[src/rtl/reg_file_pkg.sv]
// Shared definitions for the pipeline register file: sweep FSM state encoding
// and the hardwired zero-register address.
package reg_file_pkg;

    typedef enum logic [0:0] {
        ST_INIT = 1'b0,   // post-reset clearing sweep in progress
        ST_RUN  = 1'b1    // normal operation, ops accepted
    } state_t;

    // Address of the register that always reads zero and is never stored.
    localparam int ZERO_REG = 0;

endpackage

[src/rtl/reg_file_scoreboard.sv]
// Pending-write scoreboard: one bit per register. Decode sets a bit when it
// issues a writer, writeback clears it when the value lands. Two busy lookups
// serve the read ports.
module reg_file_scoreboard
    import reg_file_pkg::*;
#(
    parameter int ADDR_WIDTH = 4,
    parameter int BYPASS     = 1
) (
    input  logic                  clk,
    input  logic                  rst,
    input  logic                  set_en,
    input  logic [ADDR_WIDTH-1:0] set_addr,
    input  logic                  clr_en,
    input  logic [ADDR_WIDTH-1:0] clr_addr,
    input  logic [ADDR_WIDTH-1:0] r0addr,
    input  logic [ADDR_WIDTH-1:0] r1addr,
    output logic                  r0busy,
    output logic                  r1busy
);

    localparam int DEPTH = 1 << ADDR_WIDTH;
    localparam logic [ADDR_WIDTH-1:0] ZERO = ADDR_WIDTH'(ZERO_REG);

    logic [DEPTH-1:0] pending;

    // Clear on write, set on reserve; set is applied last so a new writer
    // issued in the same cycle as an older writer's writeback keeps the bit.
    always_ff @(posedge clk) begin
        if (rst) begin
            pending <= '0;
        end else begin
            if (clr_en && clr_addr != ZERO) begin
                pending[clr_addr] <= 1'b0;
            end
            if (set_en && set_addr != ZERO) begin
                pending[set_addr] <= 1'b1;
            end
        end
    end

    // Busy lookup; with bypass, a writeback landing this cycle resolves the
    // hazard immediately because its data is forwarded to the reader.
    always_comb begin
        r0busy = pending[r0addr];
        r1busy = pending[r1addr];
        if (BYPASS != 0 && clr_en && clr_addr == r0addr) begin
            r0busy = 1'b0;
        end
        if (BYPASS != 0 && clr_en && clr_addr == r1addr) begin
            r1busy = 1'b0;
        end
        if (r0addr == ZERO) begin
            r0busy = 1'b0;
        end
        if (r1addr == ZERO) begin
            r1busy = 1'b0;
        end
    end

endmodule

[src/rtl/reg_file_sb.sv]
// Pipeline register file with hardwired zero register, optional write-to-read
// bypass, pending-write scoreboard and a post-reset clearing sweep.
//
// ready is a level, not a per-transaction handshake: while ready=0 (reset or
// clearing sweep) every wena/resv_en is dropped and all read outputs are 0;
// while ready=1 every asserted wena/resv_en is taken on the rising edge with
// no back-pressure.
module reg_file_sb
    import reg_file_pkg::*;
#(
    parameter int DATA_WIDTH = 64,
    parameter int ADDR_WIDTH = 4,
    parameter int BYPASS     = 1
) (
    input  logic                  clk,
    input  logic                  rst,
    output logic                  ready,
    input  logic                  wena,
    input  logic [ADDR_WIDTH-1:0] waddr,
    input  logic [DATA_WIDTH-1:0] wdata,
    input  logic                  resv_en,
    input  logic [ADDR_WIDTH-1:0] resv_addr,
    input  logic [ADDR_WIDTH-1:0] r0addr,
    input  logic [ADDR_WIDTH-1:0] r1addr,
    output logic [DATA_WIDTH-1:0] r0data,
    output logic [DATA_WIDTH-1:0] r1data,
    output logic                  r0busy,
    output logic                  r1busy,
    output state_t                state_dbg
);

    localparam int DEPTH = 1 << ADDR_WIDTH;
    localparam logic [ADDR_WIDTH-1:0] ZERO = ADDR_WIDTH'(ZERO_REG);
    localparam logic [ADDR_WIDTH-1:0] LAST = ADDR_WIDTH'(DEPTH - 1);

    logic [DATA_WIDTH-1:0] regs [0:DEPTH-1];
    state_t                state;
    logic [ADDR_WIDTH-1:0] idx;
    logic                  ready_q;
    logic                  wr_en;
    logic                  rs_en;
    logic                  sb_r0busy;
    logic                  sb_r1busy;

    // Sweep FSM: walk idx from 1 to DEPTH-1 clearing one register per cycle,
    // then enter RUN. idx saturates at the last register and never wraps.
    always_ff @(posedge clk) begin
        if (rst) begin
            state   <= ST_INIT;
            idx     <= ADDR_WIDTH'(1);
            ready_q <= 1'b0;
        end else begin
            case (state)
                ST_INIT: begin
                    if (idx == LAST) begin
                        state   <= ST_RUN;
                        ready_q <= 1'b1;
                    end else begin
                        idx <= idx + 1'b1;
                    end
                end
                ST_RUN: begin
                    ready_q <= 1'b1;
                end
                default: begin
                    state   <= ST_INIT;
                    idx     <= ADDR_WIDTH'(1);
                    ready_q <= 1'b0;
                end
            endcase
        end
    end

    assign ready     = ready_q;
    assign state_dbg = state;

    // Ops are only accepted in RUN; register 0 is never a target.
    assign wr_en = ready_q && wena    && (waddr     != ZERO);
    assign rs_en = ready_q && resv_en && (resv_addr != ZERO);

    // Storage: the sweep owns the write port in INIT, writeback owns it in RUN.
    always_ff @(posedge clk) begin
        if (!rst) begin
            if (state == ST_INIT) begin
                regs[idx] <= '0;
            end else if (wr_en) begin
                regs[waddr] <= wdata;
            end
        end
    end

    // Read muxes: zero register and not-ready force 0, then bypass, then array.
    always_comb begin
        r0data = '0;
        r1data = '0;
        if (ready_q && r0addr != ZERO) begin
            if (BYPASS != 0 && wr_en && waddr == r0addr) begin
                r0data = wdata;
            end else begin
                r0data = regs[r0addr];
            end
        end
        if (ready_q && r1addr != ZERO) begin
            if (BYPASS != 0 && wr_en && waddr == r1addr) begin
                r1data = wdata;
            end else begin
                r1data = regs[r1addr];
            end
        end
    end

    reg_file_scoreboard #(
        .ADDR_WIDTH (ADDR_WIDTH),
        .BYPASS     (BYPASS)
    ) u_sb (
        .clk      (clk),
        .rst      (rst),
        .set_en   (rs_en),
        .set_addr (resv_addr),
        .clr_en   (wr_en),
        .clr_addr (waddr),
        .r0addr   (r0addr),
        .r1addr   (r1addr),
        .r0busy   (sb_r0busy),
        .r1busy   (sb_r1busy)
    );

    // Pending bits are already clear throughout INIT; gating keeps the
    // not-ready contract explicit at the port.
    assign r0busy = ready_q && sb_r0busy;
    assign r1busy = ready_q && sb_r1busy;

endmodule

[config.mk]
export PLATFORM = sky130hd
export DESIGN_NAME = reg_file_sb
export DESIGN_NICKNAME = d
export VERILOG_FILES = /design/src/rtl/reg_file_pkg.sv /design/src/rtl/reg_file_scoreboard.sv /design/src/rtl/reg_file_sb.sv
export SDC_FILE = /design/constraint.sdc
export NUM_CORES = 2
export LEC_CHECK = 0
export CAP_MARGIN = 20
export CORE_ASPECT_RATIO = 0.6
export CORE_MARGIN = 2
export CORE_UTILIZATION = 60
export DETAILED_ROUTE_END_ITERATION = 12
export PLACE_DENSITY = 0.79
export SLEW_MARGIN = 20
export SYNTH_ARGS = -nofsm -noshare
export SYNTH_HDL_FRONTEND = slang
export SYNTH_HIERARCHICAL = 1
export SYNTH_SLANG_ARGS = --single-unit
[constraint.sdc]
create_clock -name clk -period 8 [get_ports clk]
set_input_delay 2.4 -clock clk [delete_from_list [all_inputs] [get_ports clk]]
set_output_delay 2.4 -clock clk [all_outputs]
set_load 0.01 [all_outputs]
=== Word-level counts from Yosys, hierarchy flattened ===
Memory sizes are Yosys's and may differ from the RTL's.
Index checks and enable logic that the tools add are counted.
W data, S select, Z words.

* Mux-type cells: 33
* $add $sub $neg: 1
* Bitwise gates (word level): 5
* Reduce and logical (&&, ||, !) cells: 22
* Order comparisons: 6
* Eq/ne operators: 4

{| class="wikitable"
|+ Operators by type and width
! kind !! count
|-
| $mux W64 || 5
|-
| $reduce_or A64 Y1 || 1
|-
| $mux W16 || 3
|-
| $lt A4 B5 Y1 const B || 4
|-
| $mux W1 || 19
|-
| $and A16 B16 Y16 || 1
|-
| $not A16 Y16 || 1
|-
| $or A16 B16 Y16 || 1
|-
| $reduce_bool A4 Y1 || 4
|-
| $logic_and A1 B1 Y1 || 14
|-
| $bmux W1 S4 || 2
|-
| $demux W1 S4 || 2
|-
| $eq A4 B4 Y1 || 2
|-
| $ge A4 B1 Y1 const B || 2
|-
| $logic_not A4 Y1 || 2
|-
| $add A4 B1 Y4 const B || 1
|-
| $eq A4 B4 Y1 const B || 1
|-
| $mux W4 || 1
|-
| $ne A2 B2 Y1 const B || 1
|-
| $not A1 Y1 || 2
|-
| $pmux W1 S2 || 1
|-
| $reduce_and A2 Y1 || 1
|}

* Bits of input ports: 84
* Memories: 1
* Logic and storage cells: 76
* Memory bits (writable): 1024
* Flip-flop bits (word level): 22

{| class="wikitable"
|+ Memory list
! memory !! depth !! bits a word !! read ports !! clocked after Yosys merged registers in !! write ports !! line !! source
|-
| regs || 16 || 64 || 2 || 0 || 1 || reg_file_sb.sv:36 || <nowiki>logic [DATA_WIDTH-1:0] regs [0:DEPTH-1];</nowiki>
|}

=== Depth between registers and ports, before layout ===
* Depth after elaboration: 10
* Gate-level depth with buffers: 8
* Gate-level depth less buffers: 7

=== Hierarchy ===
Netlist, hierarchy kept.

{| class="wikitable"
|+ Modules (own cells, without submodules)
! module !! area each (um^2) !! sequential area each (um^2) !! instances !! cells an instance
|-
| reg_file_sb || 48715.5 || 30869.6 || 1 || 2410
|-
| reg_file_scoreboard || 1056.0 || 320.3 || 1 || 115
|}

=== Worst setup path after synthesis ===
Ideal clock, no wire load.

* Kind: input-to-reg
* From: input waddr[0]
* To: memory regs[5][0] (enable)
* Cell stages on the path: 5
* Arrival: 6.344 ns
* Setup time: 0.494 ns
* Setup slack: 1.162 ns
* Path through: buf_2 nor4_4 o31ai_1 a211oi_1 nor2b_1

* Cells in the longest elaborated chain, start to end: 8

{| class="wikitable"
|+ RTL lines
! element !! line !! source
|-
| from (decl) || reg_file_sb.sv:19 || <nowiki>input logic [ADDR_WIDTH-1:0] waddr,</nowiki>
|-
| $reduce_bool A4 Y1 || reg_file_sb.sv:78 || <nowiki>assign wr_en = ready_q && wena && (waddr != ZERO);</nowiki>
|-
| $logic_and A1 B1 Y1 || reg_file_sb.sv:78 ||
|-
| $mux W1 || reg_file_sb.sv:86 || <nowiki>end else if (wr_en) begin</nowiki>
|-
| $mux W1 || reg_file_sb.sv:84 || <nowiki>if (state == ST_INIT) begin</nowiki>
|-
| $mux W1 || reg_file_sb.sv:83 || <nowiki>if (!rst) begin</nowiki>
|-
| $mux W1 (implied by the code) || reg_file_sb.sv:87 || <nowiki>regs[waddr] <= wdata;</nowiki>
|-
| $reduce_or A64 Y1 (no line) || - ||
|-
| $mux W4 (no line) or $mux W1 (tied branches) || - ||
|-
| to (decl) || reg_file_sb.sv:36 ||
|}

Several ways; a longest one is shown, not always the timed one.

=== Worst setup path after layout ===
* From: input waddr[2]
* To: output r1data[35]

* Cells in the longest elaborated chain, start to end: 5

{| class="wikitable"
|+ RTL lines
! element !! line !! source
|-
| $reduce_bool A4 Y1 || reg_file_sb.sv:78 ||
|-
| $logic_and A1 B1 Y1 || reg_file_sb.sv:78 ||
|-
| $logic_and A1 B1 Y1 * || reg_file_sb.sv:104 || <nowiki>if (BYPASS != 0 && wr_en && waddr == r1addr) begin</nowiki>
|-
| $mux W64 * || reg_file_sb.sv:104 ||
|-
| $mux W64 * || reg_file_sb.sv:103 || <nowiki>if (ready_q && r1addr != ZERO) begin</nowiki>
|-
| to (decl) || reg_file_sb.sv:26 || <nowiki>output logic [DATA_WIDTH-1:0] r1data,</nowiki>
|}

Every way passes the cells marked *; elsewhere a longest branch is shown, timed or not.

==> results_dict.tcl <==
set metrics [dict create \
    cts.sinks 1046 \
    synth_fp_nets 2610 \
    cp_cell_sequence "clkdlybuf4s50_1 > nor4_4 > nand2b_1 > o211a_4 > buf_4 > a22o_1 > clkdlybuf4s50_1" \
    ios 216 \
    setup_violations 0 \
    path_clk_slew_ns 0.07 \
    drc_errors 0 \
    stdcell_count 3895 \
    cpPeakStageDelay_ns 0.65 \
    synthFlopType "edfxtp_1" \
    cts_root_buf "clkbuf_16" \
    placed_cells 3729 \
    power_frac_seq 0.519 \
    p_per_area_mw_per_mm2 205.1 \
    grt_setup_unrepaired "false" \
    p_leak_nw 19.92 \
    worstSkewPairLatency_ns 0.68 \
    yosysUniqueCellTypes 50 \
    hold_buffers 0 \
    required_ns 5.60 \
    core_mm2 0.08179 \
    hold_class "reg2reg" \
    firstDrtPassIters 5 \
    cts_buffer_depth 3 \
    switching_share 0.2223 \
    die_area_mm2 0.08535 \
    htree_num_levels 3 \
    std_cell_rows 81 \
    p_sw_mw 2.596 \
    cts_setup_buffers 0 \
    vias 29576 \
    fin_ws_ns 0.3689 \
    end_kind "output pin" \
    cp-startpoint "waddr[2]" \
    hpwlAfterDp_mm 78.46 \
    grt_start_max_net_pins 65 \
    reg2reg_depth 5 \
    r2r_end "regs[4][34]" \
    drive_above_1_share 0.2867 \
    synthArstFlopShare 0 \
    grt_pass1_wl_mm 202.1 \
    wl_per_cell_um 35.61 \
    power_mw 11.68 \
    grt_usage 0.3277 \
    worstHoldStart "u_sb/pending[0]" \
    cts_resized 0 \
    die_h_um 227.1 \
    synth_top_area_cell "edfxtp_1" \
    design_area_mm2 0.05694 \
    drt_iter0_drc 4540 \
    syn-instance-count 2525 \
    numCtsBuffers 91 \
    yosysSeqAreaShare 0.6267 \
    regToRegSetupSlack_ns 4.18 \
    place_ws_ns 0.4175 \
    antenna_found_initial 1 \
    cpMaxStageDelayCell "clkdlybuf4s50_1" \
    clock.fmax_mhz 131.0 \
    crit_fanout 35 \
    drt-total-wl_mm 138.7 \
    intPower_mw 9.084 \
    synth_top_cell_area_share 0.6178 \
    gp_congestion 0.8951 \
    period_share 0.9539 \
    nets 2829 \
    worstPathArrival_ns 5.23 \
    syn-mean-instance-area_um2 19.71 \
    drv_cap 0 \
    crit_type "in2out" \
    ys_ff_latch 1046 \
    synth_most_common_cell "edfxtp_1" \
    ir_drop_uv 179.2 \
    synth_edf_count 1024 \
    placed_area_mm2 0.05383 \
    initial_core_util 0.6085 \
    die_w_um 375.8 \
    start_kind "input pin" \
    netlist_top_cells_area "edfxtp_1, mux4_2, mux2i_1" \
    power_frac_clock 0.403 \
    worst_pin_slew_ns 1.117 \
    slew_viol_final 0 \
    combPwrFrac 0.078 \
    whs_endpoint "u_sb/pending[0]" \
    path_common_cell "clkdlybuf4s50_1" \
    vias_per_cell 7.593 \
    overflow 0 \
    port_buffers 215 \
    syn_area_mm2 0.04977 \
    fin_tns_setup_ns 0 \
    min_period_ns 7.631 \
    worst_clock_skew_ns 0.01948 \
    synth_warnings 6 \
    netlist_top_cells_count "edfxtp_1, mux4_2, mux2i_1, a22oi_1, a22o_1" \
    syn2layout_area_growth_pct 14.40 \
    grt_pass1_vias 29539 \
    holdPathStages 1 \
    status "finished clean" \
    hold_violations 0 \
    worstReg2RegStart "ready" \
    ant_nets 0 \
    slew_headroom 0.2552 \
    cts_tree "yes" \
]
cell families (layout without fill, tap and decap cells):
logic type                 after synthesis  after routing  synth area share
DFF                                   1046           1046            0.6267
and+or+nand+nor                        223            223           0.02366
other                                    0              1                 0
muxes                                  719            719            0.2753
AOI/OAI and AO/OA                      305            305           0.04802
xor gates and xnor gates                18             18          0.003167
buffers and inverters                  213            503           0.02290
adders and majority gates                1              1         0.0002513
metrics by stage:
| step | hold slack (ns) | util |
|---|---|---|
| floorplan | 0.4480 | - |
| global placement | 0.4745 | 0.6581 |
| detailed placement | 0.4761 | 0.6581 |
| CTS | 0.4861 | 0.6959 |
| global route | 0.4925 | 0.6962 |
| finish | 0.4913 | 0.6962 |
state kept, by name, indices dropped and copies added (netlist names):
register,cells
u_sb/pending,16
regs,1024
state_dbg,1
ready,1
idx,4
metal layers:
| metal | vias up | part of all wire | routed length [µm] | GRT usage |
|---|---|---|---|---|
| met2 | 2380 | 0.47 | 65450 | 0.5083 |
| met5 | - | 0.00014 | 20 | 0 |
| met1 | 15542 | 0.38 | 52170 | 0.4744 |
| met3 | 281 | 0.12 | 17320 | 0.07751 |
| met4 | 2 | 0.027 | 3756 | 0.09574 |
| li1 | 11371 | - | - | - |
worst max-delay path: cells and delay by family:
| family | cells | cell delay, ns |
|---|---|---|
| buffers and inverters | 3 | 1.60 |
| AOI/OAI and AO/OA | 2 | 0.43 |
| and+or+nand+nor | 2 | 0.73 |
power by group through the flow:
| stage | Sequential [mW] | Combinational [mW] | Clock (mW) |
|---|---|---|---|
| finish | 6.06 | 0.910 | 4.71 |
| global route | 6.06 | 0.946 | 4.92 |
| CTS | 6.06 | 0.903 | 4.73 |
| detailed placement | 6.17 | 0.895 | 0 |
| global placement | 6.17 | 0.884 | 0 |
| floorplan | 6.17 | 0.572 | 0 |
cell type report:
type                            instances  area (µm²)
Multi-Input combinational cell       1266       17620
Clock buffer                          107        2401
Antenna cell                            1       2.502
Inverter                                5       18.77
Timing Repair Buffer                  334        3669
Clock inverter                         57       691.9
Sequential cell                      1046       31190
Fill cell                            4775       24850
Tap cell                             1079        1350
layout by cell type, fill, tap and decap left out, types with 3 or more instances in the layout:
| master | synthesis | layout |
|---|---|---|
| a21oi_1 | 18 | 18 |
| a22o_1 | 128 | 128 |
| a22oi_1 | 129 | 129 |
| and2_1 | 69 | 67 |
| buf_12 | 0 | 48 |
| buf_4 | 36 | 72 |
| buf_8 | 0 | 5 |
| bufinv_16 | 0 | 16 |
| clkbuf_1 | 58 | 13 |
| clkbuf_16 | 0 | 94 |
| clkdlybuf4s50_1 | 0 | 209 |
| clkinv_1 | 0 | 17 |
| clkinv_2 | 0 | 18 |
| dfxtp_1 | 22 | 22 |
| edfxtp_1 | 1024 | 1024 |
| inv_1 | 5 | 5 |
| mux2i_1 | 198 | 198 |
| mux4_1 | 3 | 3 |
| mux4_2 | 516 | 516 |
| nand2_1 | 76 | 76 |
| nand2b_1 | 7 | 7 |
| nand3_1 | 8 | 8 |
| nand3b_1 | 4 | 4 |
| nand4_1 | 4 | 4 |
| nand4b_1 | 3 | 3 |
| nor2_1 | 23 | 9 |
| nor2_4 | 0 | 14 |
| nor2b_1 | 11 | 5 |
| nor2b_4 | 0 | 6 |
| nor3_1 | 3 | 3 |
| nor4_1 | 5 | 5 |
| o21ai_0 | 15 | 15 |
| o31a_1 | 3 | 3 |
| xnor2_1 | 7 | 7 |
| xor2_1 | 11 | 11 |
how the worst max path moves through the flow:
| stage | endpoint | slack (ns) | cells past startpoint |
|---|---|---|---|
| after floorplan | regs[5][0] | 1.16 | 5 |
| final | r1data[35] | 0.37 | 7 |
| after global placement | r0data[38] | 0.49 | 8 |
| after CTS | r1data[35] | 0.40 | 7 |
| after global routing | r1data[42] | 0.23 | 7 |
| after detailed placement | r1data[35] | 0.42 | 7 |
Note: power is estimated with default switching activity, not from simulation.
==> edit 1: new RTL, same settings <==
`ADDR_WIDTH` is set to 4 in 2 places; all go to 2.
--- a/src/rtl/reg_file_scoreboard.sv
+++ b/src/rtl/reg_file_scoreboard.sv
@@ -4,7 +4,7 @@
 module reg_file_scoreboard
     import reg_file_pkg::*;
 #(
-    parameter int ADDR_WIDTH = 4,
+    parameter int ADDR_WIDTH = 2,
     parameter int BYPASS     = 1
 ) (
     input  logic                  clk,
--- a/src/rtl/reg_file_sb.sv
+++ b/src/rtl/reg_file_sb.sv
@@ -9,7 +9,7 @@
     import reg_file_pkg::*;
 #(
     parameter int DATA_WIDTH = 64,
-    parameter int ADDR_WIDTH = 4,
+    parameter int ADDR_WIDTH = 2,
     parameter int BYPASS     = 1
 ) (
     input  logic                  clk,
Ports: changed (resized r0addr, r1addr, resv_addr and waddr); port bits go from 216 to 208. No check against the original RTL was run, so the function may have changed too.
==> edit 1 against the original RTL <==
Clock skew down 10 ps. Highest routed layer is now met4. Critical path depth is the same. Hold slack got worse by 7.7 ps. Non-clock buffer count is 93 lower. Global-route usage fell by 2.3 points. Total power decreased by 63%. Combinational power up 30%. Setup slack gained 210 ps. First-iteration DRC count shrank 79%. Cell area fell by 70%. Routed wire length down 75%. Synthesized area down 73%. Sequential cell count down 783.
==> edit 1: results (changes against the original RTL) <==
latest clock arrival within the worst-skew pair - 520 ps (was 680 ps)
switching share of total power - 0.286 (was 0.222)
number of antenna repair diodes - 0 (was 1)
Syn Nets - 1050 (was 2610)
TritonCTS buffer count - 25 (was 91)
fin nets - 1244 (was 2829)
hold path cells - 2 (was 1)
CTS H-tree lvls - 1 (was 3)
multiplexer area fraction after synthesis - 0.213 (was 0.275)
Cell variety after synth - 38 (was 50)
worst-case clock skew - 9.47 ps (was 19.5 ps)
EDFF count, synth - 256 (was 1024)
reg-to-reg setup timing slack - 4800 ps (was 4180 ps)
sequential area share after synthesis - 0.579 (was 0.627)
peak supply drop - 0.167 mV (was 0.179 mV)
post-DR wirelength/cell - 24.0 um (was 35.6 um)
placed inst area - 16000 sq um (was 53800 sq um)
crit path DAT - 5020 ps (was 5230 ps)
fraction of the mapped netlist area in adder cells - 0.000926 (was 0.000251)
Worst Path Max Fanout - 23 (was 35)
max_slew headroom - 0.226 (was 0.255)
routability cong. - 0.776 (was 0.895)
synth top area cells - edfxtp_1 57%, mux4_2 21%, nand2_1 7.2% (was edfxtp_1 62%, mux4_2 23%, mux2i_1 4.0%)
share of cells above drive strength 1 - 0.185 (was 0.287)
biggest regs - regs (256), u_sb/pending (3), idx (2) (was regs (1024), u_sb/pending (16), idx (4))
end of the worst hold path - u_sb/pending[2]$_SDFF_PP0_ (was u_sb/pending[0]$_SDFF_PP0_)
fillers - 1381 (was 4775)
Lkg Pwr - 5.66 nW (was 19.9 nW)
1st-iter DRT viols - 943 (was 4540)
Hold Worst Slack - 484 ps (was 491 ps)
first-pass GRT wire length - 54200 um (was 202000 um)
status - finished, final reports clean (unchanged)
Post-Synth XOR/XNOR Area - 0.00194 (was 0.00317)
Vias - 9459 (was 29600)
commonest cells in the netlist - 260 x nand2_1, 256 x edfxtp_1, 132 x a21oi_1 (was 1024 x edfxtp_1, 516 x mux4_2, 198 x mux2i_1)
reg2reg end - regs[1][63]$_DFFE_PP_ (was regs[4][34]$_DFFE_PP_)
initial antenna violation count - 0 (was 1)
I/O Buffers - 207 (was 215)
Total GRT Usage - 0.305 (was 0.328)
Post-DP HPWL - 22000 um (was 78500 um)
==> edit 1: worst max-delay path by stage <==
stage | endpoint | cells after the start | slack [ps] | startpoint
after detailed placement | r0data[62] | 7 | 630 | waddr[0]
after global placement | r0data[62] | 7 | 720 | waddr[1]
after floorplan | regs[2][0]$_DFFE_PP_ | 4 | 1210 | waddr[0]
after CTS | r0data[62] | 7 | 630 | waddr[0]
after global routing | r0data[44] | 7 | 510 | waddr[0]
final | r0data[62] | 7 | 580 | waddr[0]
==> edit 1: cell families (layout without fill, tap and decap cells) <==
| kind of cell | after synthesis | count (layout) |
|---|---|---|
| AND/OR/NAND/NOR | 356 | 356 |
| XOR/XNOR | 3 | 3 |
| multiplexers | 128 | 128 |
| flip-flops | 263 | 263 |
| AO/OA/AOI/OAI | 147 | 147 |
| buffers and inverters | 75 | 286 |
| adder cells (fa/ha/maj) | 1 | 1 |
==> edit 1: final cells by class <==
class / instances / area share
flip-flops and latches: 263 / 0.466
multi-input cells: 635 / 0.322
repair buffers: 241 / 0.143
clock buffers: 26 / 0.0374
well taps: 286 / 0.0213
clock inverters: 18 / 0.0111
inverters: 1 / 0.000223
==> edit 1: stage by stage <==
stage	utilization	setup WS (ps)	power [mW]	std cells
final	0.762	582	4.27	1470
after global routing	0.762	507	4.44	1470
after CTS	0.762	626	4.28	1470
after detailed placement	0.725	629	3.10	1426
after global placement	0.725	724	3.07	1426
after floorplan	-	1210	2.51	973
==> edit 1: layer usage <==
layer | part of all wire | global-route usage
met1 | 0.39 | 0.447
met2 | 0.47 | 0.486
met3 | 0.12 | 0.0689
met4 | 0.013 | 0.0531
met5 | 0 | 0
==> edit 1: power groups by stage <==
stage,combinational (mW),sequential (mW),clock (mW)
after global routing,1.26,1.92,1.26
after detailed placement,1.17,1.92,0
final,1.18,1.90,1.19
after CTS,1.19,1.90,1.20
after global placement,1.17,1.90,0
after floorplan,0.620,1.89,0
==> edit 1: worst max-delay path, delay by kind of cell <==
family / cells / cell delay, ps
AOI/OAI and AO/OA: 2 / 640
buffers and inverters: 3 / 1600
and+or+nand+nor: 2 / 360
==> edit 2: new RTL, same settings <==
Made on the original files. Reset style: asynchronous (`rst`), changed in 2 clocked blocks.
--- a/src/rtl/reg_file_scoreboard.sv
+++ b/src/rtl/reg_file_scoreboard.sv
@@ -26,7 +26,7 @@
 
     // Clear on write, set on reserve; set is applied last so a new writer
     // issued in the same cycle as an older writer's writeback keeps the bit.
-    always_ff @(posedge clk) begin
+    always_ff @(posedge clk or posedge rst) begin
         if (rst) begin
             pending <= '0;
         end else begin
--- a/src/rtl/reg_file_sb.sv
+++ b/src/rtl/reg_file_sb.sv
@@ -44,7 +44,7 @@
 
     // Sweep FSM: walk idx from 1 to DEPTH-1 clearing one register per cycle,
     // then enter RUN. idx saturates at the last register and never wraps.
-    always_ff @(posedge clk) begin
+    always_ff @(posedge clk or posedge rst) begin
         if (rst) begin
             state   <= ST_INIT;
             idx     <= ADDR_WIDTH'(1);
Function: not settled (the Yosys comparison gave no result); the edit may change what the design does.
==> edit 2 against the original RTL <==
First-iteration DRC count down 6.6%. Routed wire length shrank 1.6%. Cell area barely moved. Synthesized area increased by 0.35%. Sequential cell count is the same. Sequential share of layout area up 0.22 points. Setup slack worse by 68 ps. Total power down 0.45%. Clock skew fell by 2.2 ps. Critical endpoint is now r1data[38]. Largest power group unchanged.
==> edit 2: results (changes against the original RTL) <==
share of cells above drive strength 1 - 0.286 (was 0.287)
placed inst area - 53900 sq um (was 53800 sq um)
max_slew headroom - 0.334 (was 0.255)
Cell variety after synth - 47 (was 50)
commonest cells in the netlist - 1024 x edfxtp_1, 512 x mux4_2, 197 x mux2i_1 (was 1024 x edfxtp_1, 516 x mux4_2, 198 x mux2i_1)
Total GRT Usage - 0.324 (was 0.328)
hold path cells - 0 (was 1)
Crit Reg-Reg Startpoint - ready$_DFFE_PP0N_ (was ready$_SDFFE_PP0N_)
post-synthesis async set-or-reset flop share - 0.0210 (was 0)
Lkg Pwr - 20.3 nW (was 19.9 nW)
Post-DP HPWL - 78700 um (was 78500 um)
fin nets - 2812 (was 2829)
routability cong. - 0.868 (was 0.895)
1st-iter DRT viols - 4239 (was 4540)
TritonCTS buffer count - 95 (was 91)
synth top area cells - edfxtp_1 62%, mux4_2 23%, mux2i_1 3.9% (was edfxtp_1 62%, mux4_2 23%, mux2i_1 4.0%)
worst-case clock skew - 17.2 ps (was 19.5 ps)
first-pass GRT wire length - 199000 um (was 202000 um)
vias in the first global route - 29100 (was 29500)
Worst Path Max Fanout - 34 (was 35)
fillers - 4932 (was 4775)
# setup viols final - 0 (unchanged)
vias per cell - 7.51 (was 7.59)
status - finished, final reports clean (unchanged)
end of the worst hold path - u_sb/pending[0]$_DFF_PP0_ (was u_sb/pending[0]$_SDFF_PP0_)
Syn Nets - 2586 (was 2610)
Worst Setup SP - waddr[3] (was waddr[2])
hold_sp - u_sb/pending[0]$_DFF_PP0_ (was u_sb/pending[0]$_SDFF_PP0_)
1st-pass router iterations - 6 (was 5)
peak supply drop - 0.149 mV (was 0.179 mV)
reg-to-reg setup timing slack - 4410 ps (was 4180 ps)
sequential area share after synthesis - 0.627 (about the same)
edit 2: cell types whose count changed after synthesis, sizes merged, moves of 3 or more:
cell | unedited run | this run
buf | 150 | 147
nor2b | 11 | 7
dfxtp | 22 | 0
nand3 | 8 | 4
a21oi | 19 | 2
dfrtp | 0 | 21
o21ai | 15 | 31
nor2 | 23 | 19
nand2 | 76 | 73
edit 2: critical path, stage by stage:
cell and delay [ps]:
clkdlybuf4s50_1 660, nor4_4 480, nand2b_1 320, o211a_4 210, buf_4 390, a22o_1 210, clkdlybuf4s50_1 550
edit 2: worst max-delay path by stage:
stage,endpoint,slack (ps),cells past startpoint
floorplan,regs[5][0]$_DFFE_PP_,1190,5
global placement,r1data[28],430,7
detailed placement,r1data[38],380,7
CTS,r1data[47],360,7
global route,r1data[47],150,7
finish,r1data[38],300,7
edit 2: layout make-up:
cell class,instances,area [sq um],share of cell area
diodes,1,2.50,0.0000440
clock buffers,122,2550,0.0448
clock inverters,54,413,0.00725
inverters,6,22.5,0.000396
multi-input cells,1245,17500,0.308
flip-flops and latches,1046,31300,0.550
well taps,1079,1350,0.0237
repair buffers,333,3740,0.0658
edit 2: routing by layer:
metal | vias to the layer above | track usage | routed length [um]
li1 | 11300 | - | -
met1 | 15200 | 0.457 | 49700
met2 | 2367 | 0.503 | 64800
met3 | 308 | 0.0799 | 17500
met4 | 0 | 0.111 | 4450
met5 | - | 0 | 0
edit 2: cells by family after synthesis:
group / after synthesis / synth area share
adders and majority gates: 1 / 0.000250
muxes: 719 / 0.275
buffers and inverters: 210 / 0.0257
xor gates and xnor gates: 19 / 0.00333
and+or+nand+nor: 206 / 0.0218
AOI/OAI and AO/OA: 300 / 0.0471
DFF: 1046 / 0.627
edit 2: where the power goes:
part	total, mW	switching (mW)	internal (mW)
Clock	4.45	2.03	2.42
Sequential	6.06	0.0237	6.04
Combinational	1.12	0.588	0.531
Total	11.6	2.64	8.99
edit 2: through the flow:
| stage | instances | setup WS (ps) | total power [mW] | utilization | hold slack [ps] |
|---|---|---|---|---|---|
| after floorplan | 2501 | 1190 | 6.85 | - | 436 |
| after global placement | 3708 | 433 | 7.26 | 0.658 | 372 |
| after detailed placement | 3709 | 380 | 7.29 | 0.658 | 394 |
| after CTS | 3885 | 364 | 11.7 | 0.694 | 408 |
| after global routing | 3885 | 150 | 11.9 | 0.694 | 421 |
| final | 3886 | 300 | 11.6 | 0.694 | 405 |
